[src/rtl/alu_pipe_if.sv]
// rtl/alu_pipe_if.sv - issue-side and writeback-side handshake bundle for the ALU pipe
interface alu_pipe_if #(
   parameter int XLEN = 32,
   parameter int CNTW = 16
);
   logic            in_valid;
   logic            in_ready;
   logic [3:0]      op;
   logic [XLEN-1:0] rs1;
   logic [XLEN-1:0] rs2;
   logic            out_valid;
   logic            out_ready;
   logic [XLEN-1:0] rd;
   logic            zero;
   logic            err;
   logic [CNTW-1:0] ops_done;

   modport master (
      output in_valid, op, rs1, rs2, out_ready,
      input  in_ready, out_valid, rd, zero, err, ops_done
   );

   modport slave (
      input  in_valid, op, rs1, rs2, out_ready,
      output in_ready, out_valid, rd, zero, err, ops_done
   );
endinterface

[src/rtl/alu_pipe.sv]
// rtl/alu_pipe.sv - pipelined multi-op integer ALU with valid/ready backpressure
// Result is formed combinationally into stage 0; later stages only delay it.
module alu_pipe #(
   parameter int XLEN   = 32,
   parameter int STAGES = 2,
   parameter int CNTW   = 16
) (
   input logic       clk,
   input logic       rst_n,
   alu_pipe_if.slave bus
);
   localparam int SHW = $clog2(XLEN);

   localparam logic [3:0] OP_ADD  = 4'd0;
   localparam logic [3:0] OP_SUB  = 4'd1;
   localparam logic [3:0] OP_XOR  = 4'd2;
   localparam logic [3:0] OP_OR   = 4'd3;
   localparam logic [3:0] OP_AND  = 4'd4;
   localparam logic [3:0] OP_SLL  = 4'd5;
   localparam logic [3:0] OP_SRL  = 4'd6;
   localparam logic [3:0] OP_SRA  = 4'd7;
   localparam logic [3:0] OP_SLT  = 4'd8;
   localparam logic [3:0] OP_SLTU = 4'd9;

   logic [SHW-1:0]  shamt;
   logic [XLEN-1:0] res;
   logic            res_err;

   logic [STAGES-1:0] v_q, v_d;
   logic [STAGES-1:0] zero_q, zero_d;
   logic [STAGES-1:0] err_q, err_d;
   logic [XLEN-1:0]   rd_q [STAGES];
   logic [XLEN-1:0]   rd_d [STAGES];
   logic [CNTW-1:0]   ops_done_q, ops_done_d;
   logic              advance;

   assign shamt = bus.rs2[SHW-1:0];

   always_comb begin
      res     = '0;
      res_err = 1'b0;
      case (bus.op)
         OP_ADD:  res = bus.rs1 + bus.rs2;
         OP_SUB:  res = bus.rs1 - bus.rs2;
         OP_XOR:  res = bus.rs1 ^ bus.rs2;
         OP_OR:   res = bus.rs1 | bus.rs2;
         OP_AND:  res = bus.rs1 & bus.rs2;
         OP_SLL:  res = bus.rs1 << shamt;
         OP_SRL:  res = bus.rs1 >> shamt;
         OP_SRA:  res = $signed(bus.rs1) >>> shamt;
         OP_SLT:  res = {{(XLEN-1){1'b0}}, ($signed(bus.rs1) < $signed(bus.rs2))};
         OP_SLTU: res = {{(XLEN-1){1'b0}}, (bus.rs1 < bus.rs2)};
         default: res_err = 1'b1;
      endcase
   end

   // The pipe moves as a whole; an empty last stage lets bubbles collapse under stall.
   always_comb begin
      advance    = ~v_q[STAGES-1] | bus.out_ready;
      v_d        = v_q;
      zero_d     = zero_q;
      err_d      = err_q;
      rd_d       = rd_q;
      ops_done_d = ops_done_q;
      if (advance) begin
         v_d[0]    = bus.in_valid;
         rd_d[0]   = res;
         zero_d[0] = (res == '0);
         err_d[0]  = res_err;
         for (int i = 1; i < STAGES; i++) begin
            v_d[i]    = v_q[i-1];
            rd_d[i]   = rd_q[i-1];
            zero_d[i] = zero_q[i-1];
            err_d[i]  = err_q[i-1];
         end
      end
      if (v_q[STAGES-1] && bus.out_ready) begin
         ops_done_d = ops_done_q + CNTW'(1);
      end
   end

   always_ff @(posedge clk or negedge rst_n) begin
      if (!rst_n) begin
         v_q        <= '0;
         zero_q     <= '0;
         err_q      <= '0;
         ops_done_q <= '0;
         for (int i = 0; i < STAGES; i++) begin
            rd_q[i] <= '0;
         end
      end else begin
         v_q        <= v_d;
         zero_q     <= zero_d;
         err_q      <= err_d;
         ops_done_q <= ops_done_d;
         rd_q       <= rd_d;
      end
   end

   assign bus.in_ready  = advance;
   assign bus.out_valid = v_q[STAGES-1];
   assign bus.rd        = rd_q[STAGES-1];
   assign bus.zero      = zero_q[STAGES-1];
   assign bus.err       = err_q[STAGES-1];
   assign bus.ops_done  = ops_done_q;
endmodule

[src/flat_wrapper.sv]
// flat-port wrapper written by rule: the top's interface ports become plain ports
module alu_pipe_flat 
#(
   parameter int XLEN   = 32,
   parameter int STAGES = 2,
   parameter int CNTW   = 16
)
  (clk, rst_n, bus_in_valid, bus_op, bus_rs1, bus_rs2, bus_out_ready, bus_in_ready, bus_out_valid, bus_rd, bus_zero, bus_err, bus_ops_done);
  alu_pipe_if #(.XLEN(XLEN), .CNTW(CNTW)) bus_i ();
  input logic clk;
  input logic rst_n;
  input wire logic [$bits(bus_i.in_valid)-1:0] bus_in_valid;
  input wire logic [$bits(bus_i.op)-1:0] bus_op;
  input wire logic [$bits(bus_i.rs1)-1:0] bus_rs1;
  input wire logic [$bits(bus_i.rs2)-1:0] bus_rs2;
  input wire logic [$bits(bus_i.out_ready)-1:0] bus_out_ready;
  output wire logic [$bits(bus_i.in_ready)-1:0] bus_in_ready;
  output wire logic [$bits(bus_i.out_valid)-1:0] bus_out_valid;
  output wire logic [$bits(bus_i.rd)-1:0] bus_rd;
  output wire logic [$bits(bus_i.zero)-1:0] bus_zero;
  output wire logic [$bits(bus_i.err)-1:0] bus_err;
  output wire logic [$bits(bus_i.ops_done)-1:0] bus_ops_done;
  assign bus_i.in_valid = bus_in_valid;
  assign bus_i.op = bus_op;
  assign bus_i.rs1 = bus_rs1;
  assign bus_i.rs2 = bus_rs2;
  assign bus_i.out_ready = bus_out_ready;
  assign bus_in_ready = bus_i.in_ready;
  assign bus_out_valid = bus_i.out_valid;
  assign bus_rd = bus_i.rd;
  assign bus_zero = bus_i.zero;
  assign bus_err = bus_i.err;
  assign bus_ops_done = bus_i.ops_done;
  alu_pipe #(.XLEN(XLEN), .STAGES(STAGES), .CNTW(CNTW)) u_core (.clk(clk), .rst_n(rst_n), .bus(bus_i));
endmodule
[config.mk]
export PLATFORM = sky130hd
export DESIGN_NAME = alu_pipe_flat
export DESIGN_NICKNAME = d
export VERILOG_FILES = /design/src/rtl/alu_pipe_if.sv /design/src/rtl/alu_pipe.sv /design/src/flat_wrapper.sv
export SDC_FILE = /design/constraint.sdc
export NUM_CORES = 1
export LEC_CHECK = 0
export CAP_MARGIN = 30
export CORE_MARGIN = 1.5
export CORE_UTILIZATION = 55
export CTS_BUF_LIST = sky130_fd_sc_hd__clkbuf_4 sky130_fd_sc_hd__clkbuf_8
export DETAILED_ROUTE_END_ITERATION = 6
export PLACE_DENSITY = 0.77
export SYNTH_ARGS = -nofsm -noshare
export SYNTH_HDL_FRONTEND = slang
export SYNTH_SLANG_ARGS = --single-unit
[constraint.sdc]
create_clock -name clk -period 2.85 [get_ports clk]
set_input_delay 0.57 -clock clk [delete_from_list [all_inputs] [get_ports clk]]
set_output_delay 0.57 -clock clk [all_outputs]
set_load 0.01 [all_outputs]
==> results.md, run 1 <==
- Status: did not finish
- Stage reached: 5_1_grt
- Log Error: [ERROR GRT-0116] Global routing finished with congestion. Check the congestion regions in the DRC Viewer.
- IO buf count: 123
- Inserted Clock Buffers: 9
- Ys Warns: 0
- Tot GR Track Use: 0.758
- Synth top area share: 0.159
- Avg Cell Area, Syn: 7.60 um2
- Yosys cell types: 100
- Total congestion overflow: 12
- Post-synth ARST share: 1.00
- DPL Wire Length: 51.5 mm
- Pin count of the biggest net entering global routing: 68
- CTS H-tree depth: 3
- Synthesized area: between 10000 and 15000 um2
- Clk root buf: clkbuf_8
- I/O pins: approximately 120
- Post-Syn Instances: 1786
- Yosys reg bits: 86
- Placed cells: around 2.7k
- Vias in the first global route: around 24k
- Initial Util: 0.559
- Sequential share of the synthesized area: 0.159
- Clk buf depth: 2
- Post-synth EDFFs: 0
- Synthesized net count: 1962
- Leading post-synthesis cells by cell area: dfrtp_1 16%, ha_1 9.4%, nand2_1 7.0%
- GPL Wtd Cong: 1.38
- Row Count: 57
- Die Ht: between 150 and 200 um
- Leading area contributor after synthesis: dfrtp_1
- Ys flop type: dfrtp_1
- Die width: 160 um
- Most frequent cells after synthesis: 252 x nand2_1, 152 x nor2_1, 113 x a21oi_1, 102 x ha_1, 92 x o21ai_0
- First-pass GRT wire length: 147 mm
- Most frequent cell after synthesis: nand2_1
- CTS sink cnt: 86
## stage by stage
| stage | instance area (um2) | worst slack, ns | setup TNS, ns | hold WS (ns) |
|---|---|---|---|---|
| 2_1_floorplan | 13900 | -0.988 | -5.68 | 0.274 |
| 3_3_place_gp | 19500 | -1.61 | -27.97 | 0.443 |
| 3_5_place_dp | 19500 | -1.75 | -31.12 | 0.455 |
| 4_1_cts | 21500 | -0.950 | -3.81 | 0.184 |
## logic make-up after synthesis
family	Yosys count	share of synthesized area
AOI/OAI and AO/OA	536	0.283
DFF	86	0.159
xor gates and xnor gates	29	0.0187
muxes	129	0.131
and+or+nand+nor	638	0.219
buffers and inverters	264	0.0929
adders and majority gates	104	0.0970
## per-layer routing
metal,GRT usage,overflow
met3,0.628,0
met4,0.729,9
met2,0.901,3
met5,0.333,0
met1,0.768,0
## timing repair
| item | in CTS |
|---|---|
| hold buffers | 0 |
| gates resized for setup | 469 |
| gates cloned | 2 |
| setup buffers | 66 |
| endpoints found under the setup margin | 33 |
| pin swaps | 123 |
==> inputs of run 2 (changes only) <==
CORE_UTILIZATION = 40   (was 55)
CTS_BUF_LIST = unset   (was sky130_fd_sc_hd__clkbuf_4 sky130_fd_sc_hd__clkbuf_8)
PLACE_DENSITY = unset   (was 0.77)
PLACE_DENSITY_LB_ADDON = 0.15   (was unset)
==> results.md, run 2 <==
- Status: complete, but fails checks
- Failing checks: setup timing
- Core area: roughly 33000 um2
- Switching Fraction: 0.404
- Count of final setup violators: 24
- DR WL/cell: 25.2 um
- CTS H-tree depth: 3
- Area growth from synthesis to layout: 72.3%
- Most frequent cells after synthesis: 252 x nand2_1, 152 x nor2_1, 113 x a21oi_1, 102 x ha_1, 92 x o21ai_0
- GPL Wtd Cong: 1.11
- Total of max-cap violations: 0
- Die ar.: 35000 um2
- Crit end category: register
- Die Ht: approximately 190 um
- Cell Pwr Density: 323 nW/um2
- Post-Layout Cell Count: about 3.0k
- Design area: 23400 um2
- VDD IR max: 0.463 mV
- Fin worst setup slack: -0.819 ns
- I/O pins: 124
- M3 GR Usage: 0.0614
- DRT iter0 DRCs: around 1.8k
- DR vias: 18.5k
- Most used cell along the critical path: buf_6
- Startpoint class of the critical path: input pin
- Crit-path max FO: 4
- Fin. max-slew vios: 0
- Inserted Clock Buffers: 9
- Placed cell area: 20200 um2
- Worst Skew: 0.00651 ns
- Worst-path clk slew: 0.06 ns
- Yosys reg bits: 86
- Buffers & Inverters on Critical Path: 5
- Hold Vio Cnt, Final: 0
- CP max-delay cell: or4_4
- DRC: 0
- Final worst-path cycle share: 1.29
- CTS tree: yes
- Final core utilization: 0.699
- Clk_lat worst skew: 0.35 ns
- Synth top area share: 0.159
- Sw Pwr: 0.00306 W
- Ys flop type: dfrtp_1
- Leading post-synthesis cells by cell area: dfrtp_1 16%, ha_1 9.4%, nand2_1 7.0%
- Sequential share of the synthesized area: 0.159
- Most frequent cell after synthesis: nand2_1
- Tot GR Track Use: 0.424
- Clk root buf: clkbuf_16
- Routed Antenna Nets: 0
- Sequential Power Share: 0.207
- Critical path's top delay family: compound AO/OA/AOI/OAI gates
- Avg Cell Area, Syn: 7.60 um2
- Internal power: 0.00450 W
- Setup Crit Path Kind: input pin to register
- Combinational Power Share: 0.633
- Placed cells: ~2.9k
- Tmin final: 3.67 ns
- Cell leakage power: approximately 11 nW
- Clk buf depth: 2
- Worst Tran Pin Value: 0.994 ns
- Drt pass-1 iters: 5
- IO buf count: approximately 120
- Layout cell share with drive strength beyond 1: 0.505
- Max transition margin: 0.332
- CTS sink cnt: 86
- Worst EP arrival: 3.91 ns
- Total negative setup slack: -5.32 ns
- Pin count of the biggest net entering global routing: 67
- Critical Path RT: 3.09 ns
- Initial Util: 0.406
- Post-synth EDFFs: 0
- Largest stage delay, worst path: 0.54 ns
- Leading area contributor after synthesis: dfrtp_1
- Post-Syn Instances: 1786
- DPL Wire Length: 61.5 mm
- Vias in the first global route: approximately 18k
- Synthesized area: 13600 um2
- Setup WS pre-CTS: -1.86 ns
- Total congestion overflow: 0
- Post-synth ARST share: 1.00
- Yosys cell types: 100
- Final WL: 76.6 mm
- Clock share of power: 0.160
- Row Count: between 60 and 70
- NumNets Final: 2764
- Met2 GRT Util: 0.687
- RSZ-0062 raised after global routing: yes
- Commonest non-fill, non-tap cell in the layout: buf_4
- Met1 Usage GRT: 0.539
- Ys Warns: 0
- First-pass GRT wire length: 113 mm
- Commonest cells after routing, fill and taps aside: 777 x buf_4, 241 x nand2_1, 132 x nor2_1
- Peak Freq: 0.273 GHz
- CP Cell Sequence: buf_12, buf_6, ha_4, inv_2, fa_2, nor2b_4, o311ai_4, buf_6, a211oi_4, buf_4, o31ai_4, o211ai_1, and2_4, a41o_1, or4_4, nor3_4, nand4_1, o41ai_2
- Synthesized net count: 1962
- Initial antenna violation count: 1
- GRT Max-Usage Layer: met2
- Average via count per standard cell: 6.08
- Die width: between 150 and 200 um
- Worst min-delay path class: input pin to asynchronous set/reset pin
run 2: cell counts after synthesis:
No cell type changed its count.
run 2: worst reg2reg max path: stages (launching register included):
cell and delay (ns):
dfrtp_1 0.42, nor2b_4 0.19, nor4_1 0.29, o211ai_1 0.30, nor2_1 0.17, nor4bb_1 0.27
nand4_1 0.17, nor3_4 0.26, nand4_1 0.13, o41ai_2 0.23
run 2: power by group through the flow:
stage	combinational [W]	clock [W]	sequential [W]
floorplan	0.00188	0	0.00157
global placement	0.00391	0	0.00157
detailed placement	0.00395	0	0.00158
CTS	0.00444	0.00121	0.00156
global route	0.00501	0.00128	0.00159
finish	0.00479	0.00121	0.00156
run 2: layout make-up:
type,instances,area [um2]
Clock inverter,4,55.1
Antenna cell,2,5.00
Clock buffer,12,256
Fill cell,2755,10100
Sequential cell,86,2150
Tap cell,448,561
Multi-Input combinational cell,1436,12100
Timing Repair Buffer,959,7810
Inverter,96,424
run 2: worst paths after layout:
kind | start | endpoint | slack, ns | cells past startpoint
setup / recovery | bus_rs2[0] | u_core.zero_q[0] | -0.82 | 18
hold / removal | rst_n | u_core.rd_q[45] | 0.21 | 1
setup reg to reg | u_core.v_q[1] | u_core.zero_q[0] | 0.31 | 9
hold reg to reg | u_core.bus.rd[18] | u_core.bus.rd[18] | 0.46 | 2
max in group asynchronous | rst_n | u_core.bus.ops_done[6] | 1.94 | 2
min in group clk | u_core.bus.rd[18] | u_core.bus.rd[18] | 0.46 | 2
run 2: stage by stage:
step	hold WS [ns]	total power, W
6_report	0.213	0.00756
5_1_grt	0.258	0.00788
4_1_cts	0.229	0.00722
3_5_place_dp	0.454	0.00553
3_3_place_gp	0.443	0.00547
2_1_floorplan	0.274	0.00345
run 2: cells by family (layout without fill, tap and decap cells):
family                   count (synthesis)  count (layout)  share of synthesized area
AO/OA/AOI/OAI                          536             536                      0.283
XOR/XNOR                                29              29                     0.0187
flip-flops                              86              86                      0.159
AND/OR/NAND/NOR                        638             638                      0.219
other                                    0               2                          0
multiplexers                           129             129                      0.131
adder cells (fa/ha/maj)                104             104                     0.0970
buffers and inverters                  264            1071                     0.0929
run 2: routing by layer:
metal | vias to the layer above | wire length [um]
met3 | 256 | 6520
met4 | 0 | 5140
met1 | 8975 | 30200
met2 | 1044 | 34700
li1 | 8213 | -
met5 | - | 0
run 2: repair_timing:
item                       CTS  global route
cloned                       1             0
gates resized for setup    469           184
buffers inserted            88            36
setup endpoints to repair   33            32
pin swaps                   86            80
hold buffers                 0             0
No activity file was read; power rests on OpenSTA's default activity.
==> inputs of run 3 (changes only) <==
CELL_PAD_IN_SITES_DETAIL_PLACEMENT = 1   (was unset)
CELL_PAD_IN_SITES_GLOBAL_PLACEMENT = 1   (was unset)
clock period = 4.65 ns   (was 2.85 ns; I/O delays follow)
==> results.md, run 3 (synthesis results as in run 2) <==
- Critical Path RT: 4.89 ns
- VDD IR max: 0.272 mV
- Tmin final: 4.62 ns
- DR WL/cell: 29.5 um
- Crit-path max FO: 4
- Routed Antenna Nets: 0
- CP max-delay cell: clkdlybuf4s50_1
- Clk_lat worst skew: 0.34 ns
- DRT iter0 DRCs: about 1.8k
- DPL Wire Length: about 64 mm
- Crit end category: register
- Vias in the first global route: 18.1k
- Fin worst setup slack: 0.0281 ns
- Average via count per standard cell: 6.57
- Fillers: 4143
- Startpoint class of the critical path: input pin
- Area growth from synthesis to layout: 41.6%
- Placed cell area: 18300 um2
- Placed cells: 2674
- Total negative setup slack: 0 ns
- Fin. max-slew vios: 0
- Most used cell along the critical path: o41ai_4
- Worst Skew: 0.00671 ns
- Cell Pwr Density: roughly 220 nW/um2
- Tot GR Track Use: 0.438
- Drt pass-1 iters: 5
- IO buf count: between 100 and 150
- Worst EP arrival: a little under 5 ns
- Status: completed
- Clk buf depth: 2
- Setup WS pre-CTS: -0.562 ns
- Area of the multi-input gates: 10700 um2
- Initial Util: 0.406
- Design area: 19200 um2
- Largest stage delay, worst path: between 0.5 and 0.6 ns
- Cell leakage power: 8.77 nW
- GPL Wtd Cong: 1.08
- Initial antenna violation count: 2
- Layout cell share with drive strength beyond 1: 0.318
- Count of final setup violators: 0
- First-pass GRT wire length: around 120 mm
- Commonest cells after routing, fill and taps aside: 481 x buf_4, 251 x nand2_1, 147 x nor2_1
- Final worst-path cycle share: 0.994
- Inserted Clock Buffers: 9
- Worst min-delay path class: input pin to asynchronous set/reset pin
- Peak Freq: 0.216 GHz
- CTS sink cnt: 86
- Worst Tran Pin Value: 0.810 ns
- Die ar.: 35000 um2
- Die width: 187 um
- DR vias: ~18k
- I/O pins: 124
- NumNets Final: about 2.4k
- Register area: 2150 um2
- Die Ht: 187 um
- Max transition margin: 0.456
- CTS tree: yes
- Final Total Pwr: a little over 0.004 W
- Final WL: 79.8 mm
- Clk root buf: clkbuf_16
- Core area: 33400 um2
- Post-Layout Cell Count: 2705
- CTS H-tree depth: 3
- Hold Vio Cnt, Final: 0
- Setup Crit Path Kind: input pin to register
- DRC: 0
- Worst-path clk slew: about 0.070 ns
- Total congestion overflow: 0
- Commonest non-fill, non-tap cell in the layout: buf_4
- Total of max-cap violations: 0
- Row Count: 67
- CP Cell Sequence: clkdlybuf4s50_1, inv_1, ha_1, nor2_1, o311ai_4, buf_12, a211oi_4, nor2_2, o41ai_4, buf_4, a21o_1, a21oi_2, nor3b_2, nand3_1, or4_4, o41ai_4
- Pin count of the biggest net entering global routing: between 70 and 80
-- run 3: cell types whose count changed in the layout (fill, tap and decap cells not counted), moves of 20 or more --
cell and delta:
ha_1 +27, o21ai_0 +31, a21oi_1 +27, a21oi_2 -22, clkdlybuf4s50_1 +49, buf_6 -48
inv_1 +31, ha_4 -20, buf_4 -296
-- run 3: timing repair --
| action | 4_1_cts | 5_1_grt |
|---|---|---|
| setup endpoints to repair | 1 | 3 |
| hold buffers | 0 | 0 |
| resized for setup | 23 | 104 |
| setup buffers | 2 | 12 |
| pin swaps | 6 | 22 |
| hold endpoints to repair | 0 | 0 |
-- run 3: cell type report --
| cell class | instances | area share |
|---|---|---|
| Antenna cell | 1 | 0.000130 |
| Inverter | 96 | 0.0192 |
| Timing Repair Buffer | 622 | 0.270 |
| Tap cell | 448 | 0.0292 |
| Multi-Input combinational cell | 1436 | 0.555 |
| Clock inverter | 7 | 0.00287 |
| Clock buffer | 9 | 0.0117 |
| Sequential cell | 86 | 0.112 |
-- run 3: worst max-delay path: cells and delay by family --
family | cells | cell delay (ns)
compound gates | 6 | 1.44
simple gates | 5 | 1.14
buf+inv | 4 | 1.00
fa+ha+maj | 1 | 0.34
-- run 3: path summary, 6_finish.rpt --
check	start	endpoint	slack (ns)	cells after the start
setup / recovery	bus_rs1[5]	u_core.zero_q[0]	0.03	16
hold reg to reg	u_core.bus.rd[14]	u_core.bus.rd[14]	0.48	2
min in group clk	u_core.bus.rd[14]	u_core.bus.rd[14]	0.48	2
setup reg to reg	u_core.v_q[1]	u_core.zero_q[0]	1.85	10
max in group asynchronous	rst_n	u_core.bus.ops_done[13]	3.61	2
hold / removal	rst_n	u_core.bus.rd[13]	0.43	1
-- run 3: power breakdown --
part	internal [W]	switching (W)	total [W]
Clock	0.000368	0.000315	0.000683
Sequential	0.000871	0.000102	0.000973
Combinational	0.00110	0.00138	0.00249
Total	0.00234	0.00180	0.00414
-- run 3: layer usage --
layer	global-route usage	share of wire
met5	0	0.00018
met4	0.245	0.067
met3	0.0715	0.094
met2	0.732	0.46
met1	0.536	0.38
-- run 3: stage by stage --
| stage | hold WS [ns] | utilization |
|---|---|---|
| floorplan | 0.430 | - |
| global placement | 0.445 | 0.546 |
| detailed placement | 0.462 | 0.547 |
| CTS | 0.420 | 0.559 |
| global route | 0.430 | 0.574 |
| finish | 0.425 | 0.574 |
==> inputs of run 4 (changes only) <==
CTS_CLUSTER_SIZE = 30   (was unset)
clock period = 4.4 ns   (was 4.65 ns; I/O delays follow)
==> results.md, run 4 (synthesis results as in run 2) <==
- Status: completed
- Cell Pwr Density: 230 nW/um2
- Internal power: 0.00268 W
- Max transition margin: 0.355
- Die ar.: 35000 um2
- I/O pins: 124
- Startpoint class of the critical path: input pin
- IO buf count: 123
- Crit end category: register
- Pin count of the biggest net entering global routing: 68
- Final Total Pwr: 0.00466 W
- Tmin final: 4.39 ns
- Die width: 187 um
- Routed Antenna Nets: 0
- Drt pass-1 iters: 6
- Inserted Clock Buffers: 9
- Crit-path max FO: 8
- Placed cell area: 19200 um2
- Buffers & Inverters on Critical Path: 4
- CTS Hold Bufs: 0
- GPL Wtd Cong: around 1.1
- FF-to-FF setup slack: roughly 1.6 ns
- Final WL: 85.9 mm
- Total congestion overflow: 0
- Clock share of power: 0.179
- Cell leakage power: 9.44 nW
- DRT iter0 DRCs: 2100
- Combinational Power Share: 0.597
- Clk buf depth: 2
- R2R Path Start: u_core.v_q[1]
- CTS sink cnt: 86
- Row Count: 67
- Switching Fraction: 0.424
- Final worst-path cycle share: 0.998
- CTS H-tree depth: 3
- Vias in the first global route: slightly below 20k
- Worst min-delay path class: register to register
- Setup Crit Path Kind: input pin to register
- NumNets Final: approximately 2.6k
- Commonest cells after routing, fill and taps aside: 607 x buf_4, 250 x nand2_1, 146 x nor2_1
- Tot GR Track Use: 0.468
- Count of final setup violators: 0
- Die Ht: 187 um
- Largest stage delay, worst path: 0.52 ns
- Area growth from synthesis to layout: 49.4%
- Initial antenna violation count: 5
- Sequential Power Share: 0.223
- DPL Wire Length: 67.2 mm
- Total negative setup slack: 0 ns
- Worst-path clk slew: 0.07 ns
- Fin worst setup slack: 0.00910 ns
- Critical Path RT: around 4.7 ns
- Average via count per standard cell: 6.62
- Commonest non-fill, non-tap cell in the layout: buf_4
- Placed cells: 2798
- First-pass GRT wire length: between 100 and 150 mm
- Sw Pwr: 0.00198 W
- CP Cell Sequence: clkdlybuf4s50_1, inv_2, ha_4, nand2_2, buf_4, o31ai_4, buf_6, a21o_1, a21oi_1, xnor2_1, o2111ai_4, a41o_1, or4_4, nor3_4, nand4_1, o41ai_2
- CTS tree: yes
- Worst r2r dst: u_core.zero_q[0]
- Crit path launch: bus_rs1[4]
- Clk root buf: clkbuf_16
- DR WL/cell: 30.4 um
- End of the critical path: u_core.zero_q[0]
- Worst Tran Pin Value: 0.965 ns
- Worst Skew: 0.00947 ns
- Fin. max-slew vios: 0
- VDD IR max: roughly 0.31 mV
- Layout cell share with drive strength beyond 1: 0.356
- Clk_lat worst skew: 0.36 ns
- Hold Vio Cnt, Final: 0
- Critical path's top delay family: compound AO/OA/AOI/OAI gates
- Total of max-cap violations: 0
- Initial Util: 0.406
- Core area: ~33000 um2
- Design area: 20300 um2
- Post-Layout Cell Count: 2829
- Crit path depth: 16
- Setup WS pre-CTS: -0.803 ns
- CP max-delay cell: clkdlybuf4s50_1
- DRC: 0
- Worst EP arrival: 4.64 ns
- Peak Freq: 0.228 GHz
- DR vias: ~19k
- Worst reg-to-reg path cell count: 9
-- run 4: cell count changes in the layout (fill, tap and decap cells not counted), moves of 4 or more --
cell             change
a2111oi_4            +4
buf_4              +126
inv_2                -5
clkdlybuf4s50_1      -7
nor4_2               +4
inv_1                +5
ha_1                 -4
nor3_1               -4
-- run 4: area by class of cell --
type	instances	area, um2
antenna	2	5.00
clock buffer	12	246
clock inverter	4	70.1
fill	4088	13200
inverter	96	365
multi-input combinational	1436	10800
sequential	86	2150
tap	448	561
timing repair buffer	745	6070
-- run 4: through the flow --
step	hold slack (ns)	util
detailed placement	0.455	0.574
floorplan	0.430	-
finish	0.469	0.606
global route	0.484	0.606
CTS	0.470	0.592
global placement	0.448	0.574
-- run 4: per-layer routing --
metal	vias up	global-route usage	share of wire
met2	1270	0.765	0.45
met5	-	0	0.00026
li1	7784	-	-
met3	438	0.0726	0.088
met1	9228	0.566	0.37
met4	4	0.322	0.085
-- run 4: worst min path at each step --
stage / startpoint / endpoint / slack (ns) / cells past startpoint
after floorplan: u_core.v_q[0] / u_core.v_q[0] / 0.43 / 2
after global placement: u_core.bus.rd[2] / u_core.bus.rd[2] / 0.45 / 2
after detailed placement: u_core.bus.rd[27] / u_core.bus.rd[27] / 0.46 / 2
after CTS: u_core.bus.ops_done[15] / u_core.bus.ops_done[15] / 0.47 / 1
after global routing: u_core.bus.ops_done[15] / u_core.bus.ops_done[15] / 0.48 / 1
final: u_core.bus.ops_done[15] / u_core.bus.ops_done[15] / 0.47 / 1
-- run 4: power by group through the flow --
stage	sequential (W)	combinational [W]	clock [W]
4_1_cts	0.00104	0.00260	0.000838
6_report	0.00104	0.00279	0.000836
3_3_place_gp	0.00102	0.00242	0
3_5_place_dp	0.00104	0.00251	0
5_1_grt	0.00105	0.00289	0.000864
2_1_floorplan	0.00102	0.00118	0
-- run 4: what timing repair did --
action	in CTS	in global routing
pin swaps	12	30
buffers inserted	3	10
endpoints found under the setup margin	3	3
gates resized for setup	62	92
hold endpoints to repair	0	0
